**src/rtl/apb_lsu_master.sv**
```systemverilog
// apb_lsu_master: RV32I load/store unit issuing one APB transfer per core request.
// Latency: done 3 cycles after req for a zero-wait transfer (+1 per PREADY wait state), 1 cycle for illegal requests.
// Backpressure: req is sampled only in IDLE; PREADY low stretches ACCESS (bounded by TIMEOUT_CYCLES when APB_TIMEOUT_EN is defined).
module apb_lsu_master #(
    parameter int TIMEOUT_CYCLES = 16
) (
    input  logic        clk,
    input  logic        reset,
    input  logic        req,
    input  logic        we,
    input  logic [2:0]  funct3,
    input  logic [31:0] addr,
    input  logic [31:0] wData,
    output logic [31:0] rData,
    output logic        done,
    output logic        err,
    output logic [31:0] PADDR,
    output logic        PSEL,
    output logic        PENABLE,
    output logic        PWRITE,
    output logic [31:0] PWDATA,
    output logic [3:0]  PSTRB,
    input  logic [31:0] PRDATA,
    input  logic        PREADY,
    input  logic        PSLVERR
);

    typedef enum logic [1:0] {
        IDLE   = 2'd0,
        SETUP  = 2'd1,
        ACCESS = 2'd2
    } state_t;

    state_t      state;
    logic        we_q;
    logic [2:0]  f3_q;
    logic [1:0]  off_q;

    logic        illegal;
    logic [31:0] st_dat;
    logic [3:0]  st_strb;

`ifdef APB_TIMEOUT_EN
    localparam int TW = $clog2(TIMEOUT_CYCLES + 1);
    localparam logic [TW-1:0] T_LAST = TW'(TIMEOUT_CYCLES - 1);
    logic [TW-1:0] tcnt;
`endif

    // Extract the addressed byte/halfword lane and extend it according to funct3.
    function automatic logic [31:0] load_fmt(input logic [2:0]  f3,
                                             input logic [1:0]  off,
                                             input logic [31:0] d);
        logic [7:0]  b;
        logic [15:0] h;
        case (off)
            2'd0:    b = d[7:0];
            2'd1:    b = d[15:8];
            2'd2:    b = d[23:16];
            default: b = d[31:24];
        endcase
        h = off[1] ? d[31:16] : d[15:0];
        case (f3)
            3'b000:  load_fmt = {{24{b[7]}}, b};
            3'b001:  load_fmt = {{16{h[15]}}, h};
            3'b100:  load_fmt = {24'd0, b};
            3'b101:  load_fmt = {16'd0, h};
            default: load_fmt = d;
        endcase
    endfunction

    // Legality check and store lane placement, evaluated on the live request fields.
    always_comb begin
        illegal = 1'b0;
        st_dat  = 32'd0;
        st_strb = 4'd0;
        case (funct3)
            3'b000:         illegal = 1'b0;
            3'b001:         illegal = addr[0];
            3'b010:         illegal = |addr[1:0];
            3'b100, 3'b101: illegal = we | (funct3[0] & addr[0]);
            default:        illegal = 1'b1;
        endcase
        if (we) begin
            case (funct3[1:0])
                2'b00: begin
                    st_dat  = {4{wData[7:0]}};
                    st_strb = 4'b0001 << addr[1:0];
                end
                2'b01: begin
                    st_dat  = {2{wData[15:0]}};
                    st_strb = 4'b0011 << {addr[1], 1'b0};
                end
                2'b10: begin
                    st_dat  = wData;
                    st_strb = 4'b1111;
                end
                default: begin
                    st_dat  = 32'd0;
                    st_strb = 4'd0;
                end
            endcase
        end
    end

    // Transfer FSM; every output is a register so APB pins never glitch.
    always_ff @(posedge clk) begin
        if (reset) begin
            state   <= IDLE;
            we_q    <= 1'b0;
            f3_q    <= 3'd0;
            off_q   <= 2'd0;
            rData   <= 32'd0;
            done    <= 1'b0;
            err     <= 1'b0;
            PADDR   <= 32'd0;
            PSEL    <= 1'b0;
            PENABLE <= 1'b0;
            PWRITE  <= 1'b0;
            PWDATA  <= 32'd0;
            PSTRB   <= 4'd0;
`ifdef APB_TIMEOUT_EN
            tcnt    <= '0;
`endif
        end else begin
            // Completion signals are single-cycle pulses unless set below.
            done  <= 1'b0;
            err   <= 1'b0;
            rData <= 32'd0;
            case (state)
                IDLE: begin
                    if (req) begin
                        if (illegal) begin
                            // Rejected without touching the bus.
                            done <= 1'b1;
                            err  <= 1'b1;
                        end else begin
                            we_q   <= we;
                            f3_q   <= funct3;
                            off_q  <= addr[1:0];
                            PADDR  <= {addr[31:2], 2'b00};
                            PWRITE <= we;
                            PWDATA <= st_dat;
                            PSTRB  <= st_strb;
                            PSEL   <= 1'b1;
                            state  <= SETUP;
                        end
                    end
                end
                SETUP: begin
                    PENABLE <= 1'b1;
                    state   <= ACCESS;
`ifdef APB_TIMEOUT_EN
                    tcnt    <= '0;
`endif
                end
                ACCESS: begin
                    if (PREADY) begin
                        // PREADY wins over a timeout decided in the same cycle.
                        state   <= IDLE;
                        PSEL    <= 1'b0;
                        PENABLE <= 1'b0;
                        PADDR   <= 32'd0;
                        PWRITE  <= 1'b0;
                        PWDATA  <= 32'd0;
                        PSTRB   <= 4'd0;
                        done    <= 1'b1;
                        err     <= PSLVERR;
                        rData   <= (PSLVERR || we_q) ? 32'd0 : load_fmt(f3_q, off_q, PRDATA);
                    end
`ifdef APB_TIMEOUT_EN
                    else begin
                        tcnt <= tcnt + TW'(1);
                        if (tcnt == T_LAST) begin
                            // Slave never answered: abandon the transfer.
                            state   <= IDLE;
                            PSEL    <= 1'b0;
                            PENABLE <= 1'b0;
                            PADDR   <= 32'd0;
                            PWRITE  <= 1'b0;
                            PWDATA  <= 32'd0;
                            PSTRB   <= 4'd0;
                            done    <= 1'b1;
                            err     <= 1'b1;
                        end
                    end
`endif
                end
                default: state <= IDLE;
            endcase
        end
    end

endmodule

```
**config.mk**
```make
export PLATFORM = sky130hd
export DESIGN_NAME = apb_lsu_master
export DESIGN_NICKNAME = d
export VERILOG_FILES = /design/src/rtl/apb_lsu_master.sv
export SDC_FILE = /design/constraint.sdc
export NUM_CORES = 1
export LEC_CHECK = 0
export CAP_MARGIN = 20
export CORE_MARGIN = 8
export CORE_UTILIZATION = 31
export DETAILED_ROUTE_END_ITERATION = 6
export HOLD_SLACK_MARGIN = 0.03
export PLACE_DENSITY = 0.71
export SYNTH_ARGS = -nofsm -noshare
export SYNTH_HDL_FRONTEND = slang
export SYNTH_SLANG_ARGS = --single-unit
export TNS_END_PERCENT = 5
```
**constraint.sdc**
```tcl
create_clock -name clk -period 5.7 [get_ports clk]
set_input_delay 1.71 -clock clk [delete_from_list [all_inputs] [get_ports clk]]
set_output_delay 1.71 -clock clk [all_outputs]
set_load 0.02 [all_outputs]
```
==> results.md <==
- The reported max-cap violation count is 0.
- The first global-routing pass estimated 25800 µm of wire.
- For the pin with the worst max-slew slack, the measured transition is 0.960 ns.
- The site row count is 46.
- At the worst endpoint, the required time is 5.97 ns.
- The hold buffer count at CTS is 0.
- In this run the post-CTS setup repair buffer count came out at 0.
- Hold timing on the final database bottoms out at a slack of 0.457 ns.
- The analysis attributes to net switching a power of 0.471 mW.
- The clock passes through at most 2 buffers.
- The height of the die is around 140 µm.
- The total core area is 15700 µm².
- The cell depth of the worst setup path is 7.
- The power share of the clock group is 38.7%.
- The largest voltage drop on the vdd net is between 0.1 and 0.15 mV.
- Combinational logic burns 16.0% of the power.
- The startpoint type of the worst setup path is an input pin.
- The synthesized netlist occupies a cell area of 4880 µm².
- At the end of routability-driven placement, the weighted congestion stood at between 0.8 and 0.9.
- The master of the slowest instance on the critical path is sky130_fd_sc_hd__o311a_4.
- Internal power comes to 1.33 mW.
- The number of global-route vias before repair is 4699.
- During placement, the flow inserted port buffers numbering 207.
- By startpoint and endpoint, the worst setup path is classified as in -> reg.
- During synthesis, Yosys emitted a total of 0 warnings.
- Power spread over the standard cell area amounts to 244 nW/µm².
- The final net count is approximately 800.
- The count of inserted antenna diode cells is 0.
- The family with the most delay on the worst path is compound AO/OA/AOI/OAI gates.
- Data on the critical path arrives at its endpoint at 4.08 ns.
- The endpoint kind of the worst setup timing path is a register.
- After detailed routing, the total wire length is 16800 µm.
- Entering global routing, the biggest net connects 74 pins.
- Measured against its own limit, the worst slew margin works out to 35.9%.
- The worst register-to-register path has a depth of 4.
- The number of antenna violations at the first check in global routing is 0.
- The later pin in the worst-skew pair is clocked with a latency of approximately 0.35 ns.
- The post-route DRC violation count is 0.
- The cell accounting for the most synthesized area is sky130_fd_sc_hd__dfxtp_1.
- The number of slew-limit violations in the final report is 0.
- After synthesis, the cell types taking the most area are sky130_fd_sc_hd__dfxtp_1 46%, sky130_fd_sc_hd__o21ai_0 7.3%, sky130_fd_sc_hd__a21oi_1 5.5%, sky130_fd_sc_hd__nand2b_1 5.3%, sky130_fd_sc_hd__nand3_1 4.0%.
- The total via count after detailed routing is 4630.
- The area share of the leading cell type in the synthesized netlist is 45.6%.
- The initial core utilization is 31.1%.
- The pre-antenna-repair detailed-routing pass consisted of 4 iterations.
- The per-instance average area after synthesis is 9.00 µm².
- The number of enable-type register cells in the synthesized netlist is 0.
- Traced cell by cell, the critical path runs through clkdlybuf4s50_1, buf_4, a221oi_2, o311a_4, buf_4, nand3_1, o21ai_0.
- The share of the core filled with cells is 47.2%.
- Clock-pin slew was measured on the worst setup and hold paths at 0.07 ns.
- The count of unique library cells instantiated by Yosys is 41.
- The number of hold violations in the final report is 0.
- The total global routing overflow is 0.
- Setup repair after global routing left no endpoint under its margin.
- Dividing the detail-routed wire length by the instance count gives 17.9 µm.
- The setup TNS is 0 ns.
- The flow ran to the end, and the final reports show no timing, DRC or antenna violations.
- The post-detailed-route via-to-cell ratio is 4.93.
- The share of final-layout standard cells stronger than drive strength 1 is 9.53%.
- The leakage power figure is roughly 2.5 nW.
- The quantity of gates resized following cts is 0.
- For this run, the leading register cell type out of synthesis is sky130_fd_sc_hd__dfxtp_1.
- The power consumption is 1.80 mW.
- Setup violations remaining at the end of the flow were counted as 0.
- After legalization and detailed placement, the total HPWL measured 12600 µm.
- Along the worst hold path, the cell count comes to 2.
- The post-detailed-route count of antenna-violating nets is 0.
- Derived from the worst setup path, the maximum achievable clock frequency is ~260 MHz.
- The switching portion of total power is about a quarter.
- The area of the die is 20000 µm².
- The level count of the clock H-tree is 3.
- The tree built by TritonCTS fans out to 111 sinks.
- After synthesis the netlist holds a flip-flop and latch count of 111.
- The number of instances in the synthesized netlist is 542.
- The number of fill cells in the layout is 1542.
- In this run, the number of DRC markers left after iteration 0 of detailed routing was 263.
- The tree is rooted in a sky130_fd_sc_hd__clkbuf_16.
- The clock arrives with 0.00692 ns of skew.
- The layout-stage area growth over the synthesis result is 51.5%.
- The share of the clock period used by the worst path after layout is 66.7%.
- On the worst path, the slowest cell contributes a delay of 0.77 ns.
- Clock tree synthesis inserted a total of 9 buffers.
- The die is 141 µm wide.
- The share of the Yosys chip area taken by registers is 45.6%.
- The fraction of registers with async set or reset after synthesis is 0%.
- The top-level port count is between 200 and 250.
- The most prevalent standard cell on the critical path is sky130_fd_sc_hd__buf_4.
- The final period demand of the worst path is roughly 3.8 ns.
- The path class of the tightest hold or removal check is reg -> reg.
- The highest fanout seen on the critical path is between 70 and 80.
- Counting both buffers and inverters, the worst setup path holds a total of 3.
- The register share of total power is 45.2%.
- TritonCTS built the clock tree.
- The overall global routing resource usage is roughly 16%.
[layout make-up]
class	instances	area, µm²	area share (%)
timing repair buffer	215	2130	28.8
multi-input combinational	376	2420	32.7
clock inverter	7	104	1.41
tap	216	270	3.66
sequential	111	2220	30.1
clock buffer	9	225	3.05
inverter	6	22.5	0.305
[power by group through the flow]
stage	clock, mW	sequential, mW	combinational, mW
after detailed placement	0	0.832	0.288
after global placement	0	0.832	0.288
after global routing	0.743	0.818	0.311
after CTS	0.716	0.814	0.290
final	0.697	0.814	0.288
after floorplan	0	0.850	0.120
[cells by family after synthesis]
group	share of synthesized area, %
flops	45.6
compound gates	22.4
mux	3.36
buf+inv	5.47
simple gates	23.1
other cells	0.0769
[tightest hold or removal path: stages (launching register included)]
cell	delay [ns]
sky130_fd_sc_hd__dfxtp_1	0.31
sky130_fd_sc_hd__nand2_1	0.05
sky130_fd_sc_hd__a21oi_1	0.05
[synthesized netlist by cell type, drive strengths merged, types with 2 or more instances]
cell	count
nor3b	24
clkbuf	28
dfxtp	111
nand3b	11
nor2	16
nand2	30
buf	22
inv	6
and2	2
nor3	2
o31ai	8
a31o	16
nor2b	13
a211oi	3
o21ai	73
mux2i	13
nand2b	41
nor4	2
o221a	15
a21oi	54
nand3	39
[state kept, by name, summed over array words and instances (netlist names)]
name	cells
f3_q	3
PWDATA	32
off_q	2
done	1
PSEL	1
err	1
PENABLE	1
rData	32
PWRITE	1
PSTRB	4
state	2
PADDR	30
we_q	1
[worst paths after layout]
kind / startpoint / to / slack [ns]
worst min-delay path: PWRITE$_SDFFE_PP0P_ / PWRITE$_SDFFE_PP0P_ / 0.46
worst max register to register: off_q[1]$_SDFFE_PP0P_ / rData[18]$_SDFF_PP0_ / 3.15
worst max-delay path: funct3[0] / PADDR[16]$_SDFFE_PP0P_ / 1.90
worst min register to register: PWRITE$_SDFFE_PP0P_ / PWRITE$_SDFFE_PP0P_ / 0.46
[layer usage]
metal	vias to the layer above	part of all wire [%]	GRT usage [%]
met5	-	0	0
met4	0	2.4	6.67
met3	24	12	6.35
met2	212	44	26.0
met1	2113	41	19.8
li1	2281	-	-
[cell usage in the layout (no fill, tap or decap), drive strengths merged, types with 8 or more instances in the layout]
cell,count
nor2b,13
buf,9
dfxtp,111
o221a,15
o21ai,73
nor3b,24
o31ai,8
nand3b,11
mux2i,13
nand2b,41
clkdlybuf4s50,206
nand2,30
clkbuf,9
nand3,39
nor2,16
a21oi,54
a31o,16
inv,8
[through the flow]
| step | setup WS (ns) | cells | instance area (µm²) |
|---|---|---|---|
| after floorplan | 2.72 | 543 | 4880 |
| after global placement | 1.59 | 924 | 7060 |
| after detailed placement | 1.50 | 924 | 7060 |
| after CTS | 1.89 | 940 | 7390 |
| after global routing | 1.71 | 940 | 7390 |
| final | 1.90 | 940 | 7390 |
(Power assumes the default switching activity.)
